File: config.mk
export PLATFORM = sky130hd
export DESIGN_NAME = uart_tx_frame
export DESIGN_NICKNAME = d
export VERILOG_FILES = /design/src/rtl/uart_tx_frame.sv
export SDC_FILE = /design/constraint.sdc
export NUM_CORES = 1
export LEC_CHECK = 0
export ABC_AREA = 1
export CORE_MARGIN = 2
export CORE_UTILIZATION = 50
export DETAILED_ROUTE_END_ITERATION = 8
export PLACE_DENSITY_LB_ADDON = 0.2
export SLEW_MARGIN = 20
export SYNTH_ARGS = -nofsm -noshare
export SYNTH_HDL_FRONTEND = slang
export SYNTH_SLANG_ARGS = --single-unit
File: constraint.sdc
create_clock -name bclk -period 1.2 [get_ports bclk]
set_input_delay 0.24 -clock bclk [delete_from_list [all_inputs] [get_ports bclk]]
set_output_delay 0.24 -clock bclk [all_outputs]
set_load 0.01 [all_outputs]
File: src/rtl/uart_tx_frame.sv
// Oversampled UART transmitter with configurable data width, parity and stop bits.
// Define UART_TX_FIFO_EN to put a FIFO_DEPTH-entry transmit FIFO in front of the FSM.
module uart_tx_frame #(
  parameter int DATA_BITS  = 8,
  parameter int PARITY     = 0,
  parameter int STOP_BITS  = 1,
  parameter int OVERSAMPLE = 16,
  parameter int FIFO_DEPTH = 8
) (
  input  logic                 bclk,
  input  logic                 rst,
  input  logic [DATA_BITS-1:0] din,
  input  logic                 tx_cmd,
  output logic                 tx_ready,
  output logic                 tx_busy,
  output logic                 txd
);

  localparam int CNT_W = $clog2(OVERSAMPLE);
  localparam int IDX_W = $clog2(DATA_BITS);
  localparam logic [CNT_W-1:0] CNT_LAST  = CNT_W'(OVERSAMPLE - 1);
  localparam logic [CNT_W-1:0] CNT_ONE   = CNT_W'(1);
  localparam logic [IDX_W-1:0] IDX_LAST  = IDX_W'(DATA_BITS - 1);
  localparam logic [IDX_W-1:0] IDX_ONE   = IDX_W'(1);
  localparam logic             STOP_LAST = 1'(STOP_BITS - 1);
  localparam logic             ODD       = (PARITY == 2);

  localparam logic [2:0] ST_IDLE   = 3'd0;
  localparam logic [2:0] ST_START  = 3'd1;
  localparam logic [2:0] ST_DATA   = 3'd2;
  localparam logic [2:0] ST_PARITY = 3'd3;
  localparam logic [2:0] ST_STOP   = 3'd4;

  if (DATA_BITS < 5 || DATA_BITS > 9) begin : g_bad_data_bits
    $error("uart_tx_frame: DATA_BITS must be 5..9");
  end
  if (PARITY < 0 || PARITY > 2) begin : g_bad_parity
    $error("uart_tx_frame: PARITY must be 0, 1 or 2");
  end
  if (STOP_BITS < 1 || STOP_BITS > 2) begin : g_bad_stop_bits
    $error("uart_tx_frame: STOP_BITS must be 1 or 2");
  end
  if (OVERSAMPLE < 4 || OVERSAMPLE > 64) begin : g_bad_oversample
    $error("uart_tx_frame: OVERSAMPLE must be 4..64");
  end
  if (FIFO_DEPTH < 2 || FIFO_DEPTH > 64 || (FIFO_DEPTH & (FIFO_DEPTH - 1)) != 0) begin : g_bad_depth
    $error("uart_tx_frame: FIFO_DEPTH must be a power of two in 2..64");
  end

  logic [2:0]           state;
  logic [CNT_W-1:0]     bit_cnt;
  logic [IDX_W-1:0]     data_idx;
  logic                 stop_idx;
  logic [DATA_BITS-1:0] shift;
  logic                 parity_bit;

  logic                 accept;
  logic                 pop;
  logic                 word_avail;
  logic [DATA_BITS-1:0] word_data;
  logic                 word_parity;
  logic                 period_end;
  logic                 last_stop;

  assign accept      = tx_cmd && tx_ready;
  assign period_end  = (bit_cnt == CNT_LAST);
  assign last_stop   = (state == ST_STOP) && period_end && (stop_idx == STOP_LAST);
  assign pop         = word_avail && ((state == ST_IDLE) || last_stop);
  assign word_parity = (^word_data) ^ ODD;
  assign tx_busy     = (state != ST_IDLE);

`ifdef UART_TX_FIFO_EN
  localparam int AW = $clog2(FIFO_DEPTH);
  localparam logic [AW:0] PTR_ONE   = (AW + 1)'(1);
  localparam logic [AW:0] FIFO_FULL = FIFO_DEPTH[AW:0];

  logic [DATA_BITS-1:0] fifo_mem [FIFO_DEPTH];
  logic [AW:0]          wr_ptr;
  logic [AW:0]          rd_ptr;
  logic [AW:0]          fifo_count;

  // The extra pointer bit separates full from empty when the indices match.
  assign fifo_count = wr_ptr - rd_ptr;
  assign tx_ready   = (fifo_count != FIFO_FULL);
  assign word_avail = (fifo_count != '0);
  assign word_data  = fifo_mem[rd_ptr[AW-1:0]];

  always_ff @(posedge bclk) begin
    if (rst) begin
      wr_ptr <= '0;
      rd_ptr <= '0;
    end else begin
      if (accept) wr_ptr <= wr_ptr + PTR_ONE;
      if (pop)    rd_ptr <= rd_ptr + PTR_ONE;
    end
  end

  always_ff @(posedge bclk) begin
    if (accept) fifo_mem[wr_ptr[AW-1:0]] <= din;
  end
`else
  logic                 hold_valid;
  logic [DATA_BITS-1:0] hold_data;

  // Ready drops as soon as a word is held so a second strobe cannot overwrite it.
  assign tx_ready   = (state == ST_IDLE) && !hold_valid;
  assign word_avail = hold_valid;
  assign word_data  = hold_data;

  always_ff @(posedge bclk) begin
    if (rst) begin
      hold_valid <= 1'b0;
      hold_data  <= '0;
    end else if (accept) begin
      hold_valid <= 1'b1;
      hold_data  <= din;
    end else if (pop) begin
      hold_valid <= 1'b0;
    end
  end
`endif

  // txd is registered and updated together with each state change, so it never glitches.
  always_ff @(posedge bclk) begin
    if (rst) begin
      state      <= ST_IDLE;
      bit_cnt    <= '0;
      data_idx   <= '0;
      stop_idx   <= 1'b0;
      shift      <= '0;
      parity_bit <= 1'b0;
      txd        <= 1'b1;
    end else if (pop) begin
      state      <= ST_START;
      bit_cnt    <= '0;
      shift      <= word_data;
      parity_bit <= word_parity;
      txd        <= 1'b0;
    end else begin
      case (state)
        ST_IDLE: begin
          bit_cnt <= '0;
          txd     <= 1'b1;
        end
        ST_START: begin
          if (period_end) begin
            bit_cnt  <= '0;
            data_idx <= '0;
            state    <= ST_DATA;
            txd      <= shift[0];
          end else begin
            bit_cnt <= bit_cnt + CNT_ONE;
          end
        end
        ST_DATA: begin
          if (period_end) begin
            bit_cnt <= '0;
            if (data_idx == IDX_LAST) begin
              if (PARITY != 0) begin
                state <= ST_PARITY;
                txd   <= parity_bit;
              end else begin
                state    <= ST_STOP;
                stop_idx <= 1'b0;
                txd      <= 1'b1;
              end
            end else begin
              data_idx <= data_idx + IDX_ONE;
              shift    <= shift >> 1;
              txd      <= shift[1];
            end
          end else begin
            bit_cnt <= bit_cnt + CNT_ONE;
          end
        end
        ST_PARITY: begin
          if (period_end) begin
            bit_cnt  <= '0;
            stop_idx <= 1'b0;
            state    <= ST_STOP;
            txd      <= 1'b1;
          end else begin
            bit_cnt <= bit_cnt + CNT_ONE;
          end
        end
        ST_STOP: begin
          if (period_end) begin
            bit_cnt <= '0;
            if (stop_idx == STOP_LAST) begin
              state <= ST_IDLE;
              txd   <= 1'b1;
            end else begin
              stop_idx <= stop_idx + 1'b1;
            end
          end else begin
            bit_cnt <= bit_cnt + CNT_ONE;
          end
        end
        default: begin
          state <= ST_IDLE;
          txd   <= 1'b1;
        end
      endcase
    end
  end

endmodule

Word-level counts from Yosys, hierarchy flattened
Cells that the tools add are included.
{"block": "word_totals", "n_memories": 0, "ramBits": 0, "mem_bits_ro": 0, "out_inout_bits": 3, "latch_bits": 0, "ff_bits": 29}
{"block": "classes", "n_reduce_logical": 23, "n_shift": 0, "n_eq_ne": 21, "magnitude_cmp": 0, "n_bitwise": 3, "n_addsub": 3, "div": 0, "multipliers": 0, "n_mux": 34}
{"operator": "$mux W8", "n": 4}
{"operator": "$mux W3", "n": 9}
{"operator": "$ne A2 B2 Y1 const B", "n": 9}
{"operator": "$ne A3 B3 Y1 const B", "n": 6}
{"operator": "$mux W1", "n": 15}
{"operator": "$pmux W3 S5", "n": 1}
{"operator": "$reduce_and A7 Y1", "n": 2}
{"operator": "$reduce_and A5 Y1", "n": 2}
{"operator": "$reduce_bool A2 Y1", "n": 5}
{"operator": "$pmux W4 S2", "n": 1}
{"operator": "$eq A3 B2 Y1 const B", "n": 2}
{"operator": "$eq A3 B3 Y1 const B", "n": 2}
{"operator": "$pmux W3 S2", "n": 1}
{"operator": "$reduce_and A6 Y1", "n": 1}
{"operator": "$reduce_bool A3 Y1", "n": 2}
{"operator": "$logic_and A1 B1 Y1", "n": 5}
{"operator": "$add A4 B1 Y4 const B", "n": 1}
{"operator": "$eq A4 B4 Y1 const B", "n": 1}
{"operator": "$mux W4", "n": 1}
{"operator": "$pmux W1 S4", "n": 1}
{"operator": "$reduce_or A4 Y1", "n": 1}
{"operator": "$add A3 B1 Y3 const B", "n": 1}
{"operator": "$eq A3 B1 Y1 const B", "n": 1}
{"operator": "$logic_not A3 Y1", "n": 1}
{"operator": "other kinds (7)", "n": 9}

Depth between registers and ports, before layout
{"block": "depth", "ltp_word": 7, "ltp_mapped": 8, "ltp_nobuf": 8}

Worst setup path after synthesis
Ideal clock, no wire load.
{"block": "synth_timing", "path_type": "flip-flop to flip-flop", "from": "reg data_idx[0]", "to": "reg state[0]", "setup_slack_ns": -0.162, "n_path_buf": 0, "synth_period_minus_slack_ns": 1.362, "required_time_ns": 1.066, "path_stages_with_launch": 8, "t_arrival_ns": 1.228, "cell_sequence": "dfxtp_1 > ha_1 > ha_1 > clkinv_1 > o211ai_1 > nand2_1 > nand2_1 > a21oi_1"}
{"block": "synth_via", "elab_chain_cells": 3}
{"element": "start, declared", "line_no": "52", "rtl": "logic [IDX_W-1:0] data_idx;"}
{"element": "start signal, assigned", "line_no": "168", "rtl": "data_idx <= data_idx + IDX_ONE;"}
{"element": "$eq A3 B3 Y1", "line_no": "158", "rtl": "if (data_idx == IDX_LAST) begin"}
{"element": "$ne A3 B3 Y1 (no line)"}
{"element": "$reduce_and A7 Y1 (no line)"}
{"element": "end signal, assigned", "line_no": "160", "rtl": "state <= ST_PARITY;"}
{"element": "end signal, assigned", "line_no": "163", "rtl": "state <= ST_STOP;"}
{"element": "end signal, assigned", "line_no": "180", "rtl": "state <= ST_STOP;"}
{"element": "end, declared", "line_no": "50", "rtl": "logic [2:0] state;"}
No other way between the ends.
A chain may end at the register's enable or synchronous reset.

Worst setup path after layout
{"block": "layout_timing", "from": "reg state[0]", "to": "out tx_busy"}
{"block": "layout_via", "elab_chain_cells": 1}
{"element": "start signal, assigned", "line_no": "126", "rtl": "state <= ST_IDLE;"}
{"element": "start signal, assigned", "line_no": "134", "rtl": "state <= ST_START;"}
{"element": "start signal, assigned", "line_no": "149", "rtl": "state <= ST_DATA;"}
{"element": "$reduce_bool A3 Y1", "line_no": "70", "rtl": "assign tx_busy = (state != ST_IDLE);"}
{"element": "end, declared", "line_no": "15", "rtl": "output logic tx_busy,"}
No other way between the ends.

==> metrics.cfg <==
[critical_path]
worstPathRequired_ps=960
end_kind=primary output
path_max_fanout=2
r2r-start=bit_cnt[0]
reg2reg_depth=8
r2r_setup_slack_ps=-300
timing.rr.end=shift[4]
critPathLaunchType=flop
critical_path_class=reg2out
cp_data_arrival_time_ps=1270

[outcome]
status=finished with violations
violations=negative setup slack

[grt]
grt_use_met1=0.3032
grt_max_degree=17
met3_usage=0.03175
grt_usage=0.2412
antenna_found_initial=0
grt_first_pass_wirelength_um=6203
met2_usage=0.4089
busiest_layer=met2
grt_pass1_vias=1352
gr-total-overflow=0

[final_layout]
postLayoutCoreUtil=0.8347
final_area_um2=2262
fin_nets=247
num-fill-cells=149
layout-drive-gt1-share=0.5302
n_antenna_cell=0
syn_to_final_growth_pct=61.28

[drt]
wl_per_cell_um=15.67
drc=0
antenna_left=0
finalWirelength_um=4121
vias_per_cell=5.506
num_vias=1448
first_pass_iters=4
drtIter0Drc=70

[synthesis]
synthTopCellsByCount=nand2_1, dfxtp_1, a21oi_1
synth_top_area_cell=dfxtp_1
synthTopCellsByArea=dfxtp_1, nand2_1, a21oi_1, nand3_1, inv_1
yosysTopAreaCellShare=0.3996
ys_seq_area_frac=0.3996
syn_area_um2=1403
yosysWarnings=0
async_flop_share=0
syn_inst=180
yosysMostFrequentCell=nand2_1
synth_top_flop_cell=dfxtp_1
avgSynthCellArea_um2=7.792
syn_nets=194
synth_edf_count=0
synth_cell_types=26
yosys_register_bits=28

[timing]
tightest_slew_ps=316.5
post-route-period-util=1.258
min_period_ps=1509
slew_viol_final=0
worst_slack_ps=-309.5
rsz0062_at_grt=yes
setup_viol=22
finClkSkew_ps=5.216
fmax_mhz=662.5
finalHoldViolations=0
slew_headroom=0.7882

[floorplan]
rows=19
fp.dieW_um=56.97
floorplan.core_area_um2=2710
die_y_um=56.97
dieArea_um2=3245
num_io_pins=14
initial_core_util=0.5175

[cts]
cts_inserted_buffers=3
htreeDepth=1
cts_tree=built
holdBufCountCts=0
clk_pin_slew_ps=160
root_buffer=clkbuf_4
clockBufferDepth=2
clkSinkCount=28
insertion_delay_ps=350

[worst_hold_path]
hold-path-endpoint=hold_data[7]
min_from=din[7]
hold_path_depth=3
hold_path_class=in2reg

[placement]
place_congestion=0.8090
postPlaceCellArea_um2=1856
io_buffers=13
dp_hpwl_um=2340

[power_and_ir_drop]
cellLeakagePower_nw=0.9198
peakVddDrop_uv=1124
power-per-cell-area_nw_per_um2=1006

[job]
max_cap_viol_count=0

report_power, final:
| group | total [mW] | switching [mW] | internal, mW |
|---|---|---|---|
| logic | 0.587 | 0.307 | 0.281 |
| registers | 1.04 | 0.0416 | 0.998 |
| clock network | 0.649 | 0.311 | 0.338 |
layout by cell type, fill, tap and decap left out, types with 2 or more instances in the layout:
cell type / netlist / final
nand3_2: 2 / 7
nand3_1: 21 / 12
clkdlybuf4s50_1: 0 / 10
nand2_4: 0 / 7
dfxtp_2: 0 / 8
nor2_2: 0 / 2
buf_6: 2 / 13
o21ai_2: 1 / 2
nand2_1: 39 / 22
nor2_1: 6 / 4
nor2_4: 4 / 4
inv_4: 0 / 2
ha_4: 0 / 3
o211ai_1: 2 / 2
buf_4: 2 / 25
clkbuf_4: 0 / 3
dfxtp_1: 28 / 19
o21ai_1: 1 / 6
buf_12: 0 / 2
a21oi_1: 24 / 11
nand3b_1: 2 / 2
nand3_4: 2 / 7
a21oi_2: 1 / 14
inv_2: 4 / 3
nand2_2: 3 / 12
inv_1: 14 / 13
nand4_1: 8 / 8
flip-flops by register name, indices dropped and copies added (netlist names):
name / flops
bit_cnt: 4
data_idx: 3
hold_data: 8
hold_valid: 1
shift: 8
state: 3
txd: 1
critical path, stage by stage, from the launching register on:
cell and delay (ps):
dfxtp_2 370, nor2_4 110, inv_2 50, nor2_4 110
inv_2 70, buf_6 110, buf_6 110
cells by family after synthesis:
family / share of synthesized area
AND/OR/NAND/NOR: 0.3595
AO/OA/AOI/OAI: 0.1338
flip-flops: 0.3996
buffers and inverters: 0.08027
adder cells (fa/ha/maj): 0.02676
layer usage:
metal / routed length [µm] / up-vias
met1: 1693 / 672
met5: 0 / -
met3: 170 / 17
met2: 2092 / 47
li1: - / 712
met4: 165 / 0
final cells by class:
type                    count  area, µm²  share of cell area
well taps                  31      38.79             0.01715
flip-flops and latches     28      574.3              0.2539
multi-input cells         129       1008              0.4458
inverters                  19      81.33             0.03595
repair buffers             52      506.7              0.2240
clock inverters             1      30.03             0.01327
clock buffers               3      22.52            0.009956
timing repair:
item,in CTS,in global routing
cloned,3,0
endpoints found under the setup margin,23,30
pin swaps,9,19
setup buffers,4,4
resized for setup,48,45
metrics by stage:
stage          instances  power [mW]  worst slack [ps]  hold slack [ps]  setup TNS (ps)
2_1_floorplan        180       1.295            -19.04            309.1          -49.40
3_3_place_gp         250       1.452            -310.2            440.7           -2204
3_5_place_dp         250       1.467            -341.1            444.6           -3227
4_1_cts              260       2.180            -342.6            451.9           -2396
5_1_grt              263       2.358            -378.1            491.5           -5237
6_report             263       2.276            -309.5            447.6           -3906
worst max-delay path by stage:
| stage | to | cells after the start | slack, ps | startpoint |
|---|---|---|---|---|
| after floorplan | hold_valid | 7 | -20 | bit_cnt[1] |
| final | tx_busy | 6 | -310 | state[0] |
| after global routing | tx_ready | 6 | -380 | state[0] |
| after CTS | tx_ready | 6 | -340 | state[0] |
| after global placement | tx_ready | 6 | -310 | state[1] |
| after detailed placement | tx_ready | 6 | -340 | state[1] |
(Power assumes the default switching activity.)
